[src/rtl/cc_demux3_router.sv]
// Registered 1-to-3 demultiplexer with valid/ready handshaking.
// Each channel has a one-entry output register and a saturating delivery counter.
module cc_demux3_router #(
  parameter int unsigned DATAWIDTH_BUS = 8,
  parameter int unsigned CNTWIDTH      = 8
) (
  input  logic                     CC_DEMUX3_ROUTER_CLOCK_50,
  input  logic                     CC_DEMUX3_ROUTER_RESET_InHigh,
  input  logic [1:0]               CC_DEMUX3_ROUTER_Selector_In,
  input  logic [DATAWIDTH_BUS-1:0] CC_DEMUX3_ROUTER_DataBus_In,
  input  logic                     CC_DEMUX3_ROUTER_Valid_In,
  output logic                     CC_DEMUX3_ROUTER_Ready_Out,
  output logic [DATAWIDTH_BUS-1:0] CC_DEMUX3_ROUTER_DataBus1_Out,
  output logic [DATAWIDTH_BUS-1:0] CC_DEMUX3_ROUTER_DataBus2_Out,
  output logic [DATAWIDTH_BUS-1:0] CC_DEMUX3_ROUTER_DataBus3_Out,
  output logic                     CC_DEMUX3_ROUTER_Valid1_Out,
  output logic                     CC_DEMUX3_ROUTER_Valid2_Out,
  output logic                     CC_DEMUX3_ROUTER_Valid3_Out,
  input  logic                     CC_DEMUX3_ROUTER_Ready1_In,
  input  logic                     CC_DEMUX3_ROUTER_Ready2_In,
  input  logic                     CC_DEMUX3_ROUTER_Ready3_In,
  output logic [CNTWIDTH-1:0]      CC_DEMUX3_ROUTER_Count1_Out,
  output logic [CNTWIDTH-1:0]      CC_DEMUX3_ROUTER_Count2_Out,
  output logic [CNTWIDTH-1:0]      CC_DEMUX3_ROUTER_Count3_Out
);

  localparam int unsigned NumCh = 3;
  localparam logic [CNTWIDTH-1:0] CntMax = '1;
  localparam logic [CNTWIDTH-1:0] CntOne = CNTWIDTH'(1);

  logic [NumCh-1:0] ready_in;
  logic [NumCh-1:0] dst_oh;
  logic             sel_full;
  logic             sel_ready;
  logic             accept;
  logic [NumCh-1:0] load;
  logic [NumCh-1:0] drain;

  logic [NumCh-1:0]         valid_q, valid_d;
  logic [DATAWIDTH_BUS-1:0] data_q  [NumCh];
  logic [DATAWIDTH_BUS-1:0] data_d  [NumCh];
  logic [CNTWIDTH-1:0]      count_q [NumCh];
  logic [CNTWIDTH-1:0]      count_d [NumCh];

  assign ready_in = {CC_DEMUX3_ROUTER_Ready3_In,
                     CC_DEMUX3_ROUTER_Ready2_In,
                     CC_DEMUX3_ROUTER_Ready1_In};

  // Selector 11 aliases onto channel 3.
  always_comb begin
    dst_oh    = 3'b100;
    sel_full  = valid_q[2];
    sel_ready = ready_in[2];
    case (CC_DEMUX3_ROUTER_Selector_In)
      2'b00: begin
        dst_oh    = 3'b001;
        sel_full  = valid_q[0];
        sel_ready = ready_in[0];
      end
      2'b01: begin
        dst_oh    = 3'b010;
        sel_full  = valid_q[1];
        sel_ready = ready_in[1];
      end
      default: begin
        dst_oh    = 3'b100;
        sel_full  = valid_q[2];
        sel_ready = ready_in[2];
      end
    endcase
  end

  // Only the addressed channel can stall the producer.
  assign CC_DEMUX3_ROUTER_Ready_Out = ~CC_DEMUX3_ROUTER_RESET_InHigh & (~sel_full | sel_ready);
  assign accept = CC_DEMUX3_ROUTER_Valid_In & CC_DEMUX3_ROUTER_Ready_Out;
  assign load   = {NumCh{accept}} & dst_oh;

  always_comb begin
    for (int n = 0; n < NumCh; n++) begin
      drain[n]   = valid_q[n] & ready_in[n];
      valid_d[n] = load[n] | (valid_q[n] & ~drain[n]);
      data_d[n]  = load[n] ? CC_DEMUX3_ROUTER_DataBus_In : data_q[n];
      count_d[n] = count_q[n];
      if (drain[n] && (count_q[n] != CntMax)) begin
        count_d[n] = count_q[n] + CntOne;
      end
    end
  end

  always_ff @(posedge CC_DEMUX3_ROUTER_CLOCK_50) begin
    if (CC_DEMUX3_ROUTER_RESET_InHigh) begin
      valid_q <= '0;
      for (int n = 0; n < NumCh; n++) begin
        data_q[n]  <= '0;
        count_q[n] <= '0;
      end
    end else begin
      valid_q <= valid_d;
      for (int n = 0; n < NumCh; n++) begin
        data_q[n]  <= data_d[n];
        count_q[n] <= count_d[n];
      end
    end
  end

  assign CC_DEMUX3_ROUTER_Valid1_Out   = valid_q[0];
  assign CC_DEMUX3_ROUTER_Valid2_Out   = valid_q[1];
  assign CC_DEMUX3_ROUTER_Valid3_Out   = valid_q[2];
  assign CC_DEMUX3_ROUTER_DataBus1_Out = data_q[0];
  assign CC_DEMUX3_ROUTER_DataBus2_Out = data_q[1];
  assign CC_DEMUX3_ROUTER_DataBus3_Out = data_q[2];
  assign CC_DEMUX3_ROUTER_Count1_Out   = count_q[0];
  assign CC_DEMUX3_ROUTER_Count2_Out   = count_q[1];
  assign CC_DEMUX3_ROUTER_Count3_Out   = count_q[2];

endmodule

[config.mk]
export PLATFORM = sky130hd
export DESIGN_NAME = cc_demux3_router
export DESIGN_NICKNAME = d
export VERILOG_FILES = /design/src/rtl/cc_demux3_router.sv
export SDC_FILE = /design/constraint.sdc
export NUM_CORES = 1
export LEC_CHECK = 0
export BUFFER_PORTS_ARGS = -buffer_cell sky130_fd_sc_hd__buf_2
export CAP_MARGIN = 20
export CORE_ASPECT_RATIO = 0.5
export CORE_MARGIN = 5
export CORE_UTILIZATION = 40
export CTS_CLUSTER_DIAMETER = 40
export CTS_CLUSTER_SIZE = 28
export DETAILED_ROUTE_END_ITERATION = 10
export GPL_TIMING_DRIVEN = 0
export HOLD_SLACK_MARGIN = 0.06
export MAX_ROUTING_LAYER = met4
export PLACE_DENSITY = 0.72
export SLEW_MARGIN = 20
export SYNTH_ARGS = -nofsm -noshare
export SYNTH_HDL_FRONTEND = slang
export SYNTH_SLANG_ARGS = --single-unit
[constraint.sdc]
create_clock -name CC_DEMUX3_ROUTER_CLOCK_50 -period 4.3 [get_ports CC_DEMUX3_ROUTER_CLOCK_50]
set_clock_uncertainty 0.15 [all_clocks]
set_input_delay 0 -clock CC_DEMUX3_ROUTER_CLOCK_50 [delete_from_list [all_inputs] [get_ports CC_DEMUX3_ROUTER_CLOCK_50]]
set_output_delay 0 -clock CC_DEMUX3_ROUTER_CLOCK_50 [all_outputs]
set_load 0.01 [all_outputs]
# After elaboration in Yosys (flattened, before gate mapping)
# Memories as Yosys holds them, arrays and structs flattened.
# Cells that the tools add are included.
# totals
ff_bits	3
ramBits	48
input_bits	16
output_inout_bits	52
word_cells	56
memories	2
# op_classes
addsub	3
n_eq_ne	4
n_mux	18
n_bitwise	24
n_reduce_logical	4
# mem_list
name	depth	word_bits	rd	rd_clocked_by_memory_dff	wr	line	source
count_q	3	8	3	0	3	42	logic [CNTWIDTH-1:0] count_q [NumCh];
data_q	3	8	3	0	3	40	logic [DATAWIDTH_BUS-1:0] data_q [NumCh];
# ops
op	n
2-to-1 mux 8 bit	12
adder 8 x 1 -> 8 bit (second input constant)	3
inequality test 8 bit (second input constant)	3
OR 1 bit	10
bitwise AND 1 bit	8
one-hot mux 3 bit (2 select lines)	1
inverter 1 bit	5
one-hot mux 1 bit (2 select lines)	2
bitwise AND 3 bit	1
logical AND 1 bit	3
2-to-1 mux 1 bit	3
equality test 2 x 1 -> 1 bit (second input constant)	1
zero test 2 bit	1

# Depth between registers and ports, before layout
# depth
depth_word	9
mapped_depth	6

# Worst setup path before layout
# Ideal clock, no wire load.
# synth_timing
path_kind	register to register
startpoint	memory count_q[2][0] (netlist: count_q[0][16])
endpoint	memory count_q[2][5] (netlist: count_q[0][21])
arrival_ps	1577
path_slack_ps	2503
path_stages_with_launch	6
n_path_buf	0
synth_period_minus_slack_ps	1797
path_cell_list	dfxtp_1 -> ha_1 -> and3_4 -> a21o_4 -> or4_1 -> a21oi_1
# synth_rtl
item	line
start: declaration	42

==> Flow_metrics.wiki <==
{| class="wikitable"
! Metric !! Value
|-
| Overall routing resource usage || 0.1530
|-
| Wire length after detailed routing || just over 5000 um
|-
| Element type at the critical path end || register
|-
| Number of vias in the routed layout || approximately 1900
|-
| Nature of the critical path startpoint || register
|-
| Fin cells || roughly 380
|-
| Number of levels the H-tree was split into || 2
|-
| Drt pass-1 iters || 4
|-
| Tightest Pin Transition || 549.5 ps
|-
| Final #Nets || 330
|-
| Synth Instances || 226
|-
| Top cells by area, synth || sky130_fd_sc_hd__dfxtp_1 (48%), sky130_fd_sc_hd__mux2i_1 (13%), sky130_fd_sc_hd__nor2_1 (7.7%)
|-
| Initial antenna violation count || 0
|-
| DR WL/cell || roughly 13 um
|-
| Status || finished clean
|-
| Fraction of final layout cells with drive strength greater than 1 || 0.2724
|-
| Effective utilization at floorplan || 0.4249
|-
| Most used routing layer || met2
|-
| Cell with the largest stage delay on the worst path || sky130_fd_sc_hd__or4_1
|-
| Maximum resistive drop on vdd || around 0.17 mV
|-
| I/O Buffers || 66
|-
| Total overflow reported by the global router || 0
|-
| Worst Setup EP || count_q[0][21]
|-
| Number of buffer and inverter stages on the critical path || 0
|-
| Worst setup path category || register to register
|-
| Synthesized area per cell || between 9 and 10 um2
|-
| Vias per cell || about 4.9
|-
| Fraction of met1 tracks used by global routing || 0.1782
|-
| Number of synthesized register bits || between 50 and 60
|-
| FP Rows || 18
|-
| Post-layout min period || between 1500 and 2000 ps
|-
| Max-slew violation count || 0
|-
| Biggest cell delay along the critical path || around 470 ps
|-
| Power density normalized to cell area || 317.5 mW/mm2
|-
| Clock tree from TritonCTS || done
|-
| Area added between synthesis and finish || 30.59%
|-
| Number of clock sinks || 51
|-
| Critical path origin || count_q[0][16]
|-
| Die Area || 0.007011 mm2
|-
| Leading area contributor after synthesis || sky130_fd_sc_hd__dfxtp_1
|-
| Synthesized Nets || approximately 250
|-
| Slew margin rel. || 0.6336
|-
| Number of filler cells placed in the layout || about 470
|-
| Yosys cell types || 37
|-
| Reg2reg end || count_q[0][21]
|-
| Flop-to-flop setup slack || 2450 ps
|-
| Cell types with the highest counts after synthesis || sky130_fd_sc_hd__dfxtp_1 (51), sky130_fd_sc_hd__nor2_1 (44), sky130_fd_sc_hd__mux2i_1 (28)
|-
| Sum of net half-perimeters after detailed placement || 3713 um
|-
| WHS || between 90 and 100 ps
|-
| Die width || around 110 um
|-
| Number of clock buffers inserted by TritonCTS || 5
|-
| Stages on worst setup path || 5
|-
| DP Cell Count || approximately 360
|-
| Cell depth of the worst flop-to-flop path || 5
|-
| Antenna diode count || 0
|-
| Category of cells accounting for the largest share of critical-path delay || simple AND/OR/NAND/NOR gates
|-
| EDFF count, synth || 0
|-
| Largest net degree at the start of global routing || 16
|-
| Start of the worst register-to-register path || count_q[0][16]
|-
| Global Route met3 Usage || 0.03288
|-
| DRC errors left || 0
|-
| Most instantiated library cell after synthesis || sky130_fd_sc_hd__dfxtp_1
|-
| Arrival @ worst endpoint || roughly 1900 ps
|-
| Post-DRT Antenna Nets || 0
|-
| Final Cycle Share || 0.4308
|-
| Most instantiated flip-flop cell in the synthesis netlist || sky130_fd_sc_hd__dfxtp_1
|-
| Req. time, crit path || ~4400 ps
|-
| Worst skew pair latency || just under 300 ps
|-
| Met2 capacity usage during global routing || 0.2753
|-
| Clock root buffer master || sky130_fd_sc_hd__clkbuf_8
|-
| Area of the core region || slightly above 0.005 mm2
|-
| Longest Clk Path Bufs || 2
|-
| Final setup fails || 0
|-
| Global placer's final weighted congestion || between 0.8 and 0.9
|-
| Share of the synthesized area in the top cell type || 0.4764
|-
| Total negative slack for setup checks || 0 ps
|-
| Max-capacitance violation count || 0
|-
| Setup slack after placement || roughly 2500 ps
|-
| Setup repair after global routing missed its margin || false
|-
| Number of top-level design ports || between 60 and 70
|-
| Setup Buffers After CTS || 0
|-
| Clock transition at the registers of the reported paths || about 90 ps
|-
| Crit-path max FO || 7
|-
| Top achievable clock speed || ~540 MHz
|-
| Post-synthesis cell area || ~0.0021 mm2
|-
| Number of global-route vias before repair || between 1500 and 2000
|-
| Share of the yosys chip area belonging to registers || 0.4764
|-
| Cell leakage power || about 1.2 nW
|-
| Global-route wire length before repair || about 8400 um
|-
| Class of the tightest hold or removal check || input pin to register
|-
| Crit path cell chain || ha_1, and3_4, a21o_4, or4_1, a21oi_1
|-
| Vertical die dimension || 61.76 um
|-
| Number of warnings printed during yosys synthesis || 0
|-
| Number of DRC markers after the initial detailed-route iteration || 46
|-
| Count of endpoints failing hold in the final timing report || 0
|-
| Setup WS post-layout || about 2400 ps
|-
| Fraction of synthesis flops using an asynchronous set or reset pin || 0
|}
## worst min path at each step
stage | endpoint | from | cells after the start
floorplan | CC_DEMUX3_ROUTER_Ready_Out | CC_DEMUX3_ROUTER_Selector_In[1] | 1
CTS | valid_q[0] | CC_DEMUX3_ROUTER_Selector_In[0] | 5
detailed placement | data_q[0][10] | CC_DEMUX3_ROUTER_DataBus_In[2] | 3
global placement | data_q[0][15] | CC_DEMUX3_ROUTER_DataBus_In[7] | 3
finish | valid_q[0] | CC_DEMUX3_ROUTER_Selector_In[0] | 5
global route | valid_q[0] | CC_DEMUX3_ROUTER_Selector_In[0] | 5
## state kept, by name, indices dropped and copies added (netlist names)
name and flops:
valid_q 3, data_q 24, count_q 24
## report_power, final
group          leakage (nW)  internal [W]  switching (W)
clock network        0.0612      0.000188       0.000153
logic                 0.768     0.0000297      0.0000342
registers             0.412      0.000479     0.00000449
total                  1.24      0.000697       0.000192
## placed cells by master, fill, tap and decap left out, types with 3 or more instances in the layout
| cell type | n |
|---|---|
| sky130_fd_sc_hd__xnor2_1 | 7 |
| sky130_fd_sc_hd__nand2b_1 | 3 |
| sky130_fd_sc_hd__clkbuf_1 | 7 |
| sky130_fd_sc_hd__nand2_1 | 11 |
| sky130_fd_sc_hd__nor3_1 | 4 |
| sky130_fd_sc_hd__buf_2 | 68 |
| sky130_fd_sc_hd__mux2i_1 | 28 |
| sky130_fd_sc_hd__ha_1 | 3 |
| sky130_fd_sc_hd__inv_1 | 4 |
| sky130_fd_sc_hd__dlygate4sd3_1 | 12 |
| sky130_fd_sc_hd__nand3_1 | 6 |
| sky130_fd_sc_hd__a21oi_1 | 10 |
| sky130_fd_sc_hd__a211oi_1 | 4 |
| sky130_fd_sc_hd__clkbuf_8 | 6 |
| sky130_fd_sc_hd__or4_1 | 4 |
| sky130_fd_sc_hd__dfxtp_1 | 51 |
| sky130_fd_sc_hd__nor2_1 | 44 |
| sky130_fd_sc_hd__o31ai_1 | 4 |
| sky130_fd_sc_hd__a31oi_1 | 5 |
## logic make-up (layout without fill, tap and decap cells)
kind of cell,count (synthesis),count (layout),share of synthesized area
compound gates,32,32,0.1051
xor+xnor,9,9,0.03678
fa+ha+maj,3,3,0.01752
buf+inv,14,100,0.02744
flops,51,51,0.4764
mux,28,28,0.1308
simple gates,89,89,0.2061
## worst reg2reg max path, stage by stage, from the launching register on
cell                      delay, ps
sky130_fd_sc_hd__dfxtp_1        350
sky130_fd_sc_hd__ha_1           230
sky130_fd_sc_hd__and3_4         200
sky130_fd_sc_hd__a21o_4         240
sky130_fd_sc_hd__or4_1          470
sky130_fd_sc_hd__a21oi_1        140
## cell type report
class / count / area [um2] / area share
Multi-Input combinational cell: 161 / 1064 / 0.3800
Sequential cell: 51 / 1021 / 0.3648
Timing Repair Buffer: 78 / 450.4 / 0.1609
Tap cell: 70 / 87.58 / 0.03129
Clock buffer: 6 / 82.58 / 0.02950
Buffer: 10 / 43.79 / 0.01565
Clock inverter: 2 / 35.03 / 0.01252
Inverter: 4 / 15.01 / 0.005364
## per-layer routing
layer	part of all wire	vias up	wire length, um
met4	0.0053	0	27
met3	0.038	2	193
met2	0.50	39	2534
met1	0.46	882	2333
met5	0	-	0
li1	-	967	-
## what timing repair did
action / 4_1_cts / 5_1_grt
resized for setup: 0 / 0
endpoints found under the hold margin: 33 / 0
hold buffers: 12 / 0
## per-stage QoR
step / total power [W] / util / area, um2
2_1_floorplan: 0.0005248 / - / 2143
3_3_place_gp: 0.0005488 / 0.5077 / 2561
3_5_place_dp: 0.0005503 / 0.5077 / 2561
4_1_cts: 0.0009001 / 0.5548 / 2799
5_1_grt: 0.0009244 / 0.5548 / 2799
6_report: 0.0008888 / 0.5548 / 2799
(Power assumes the default switching activity.)
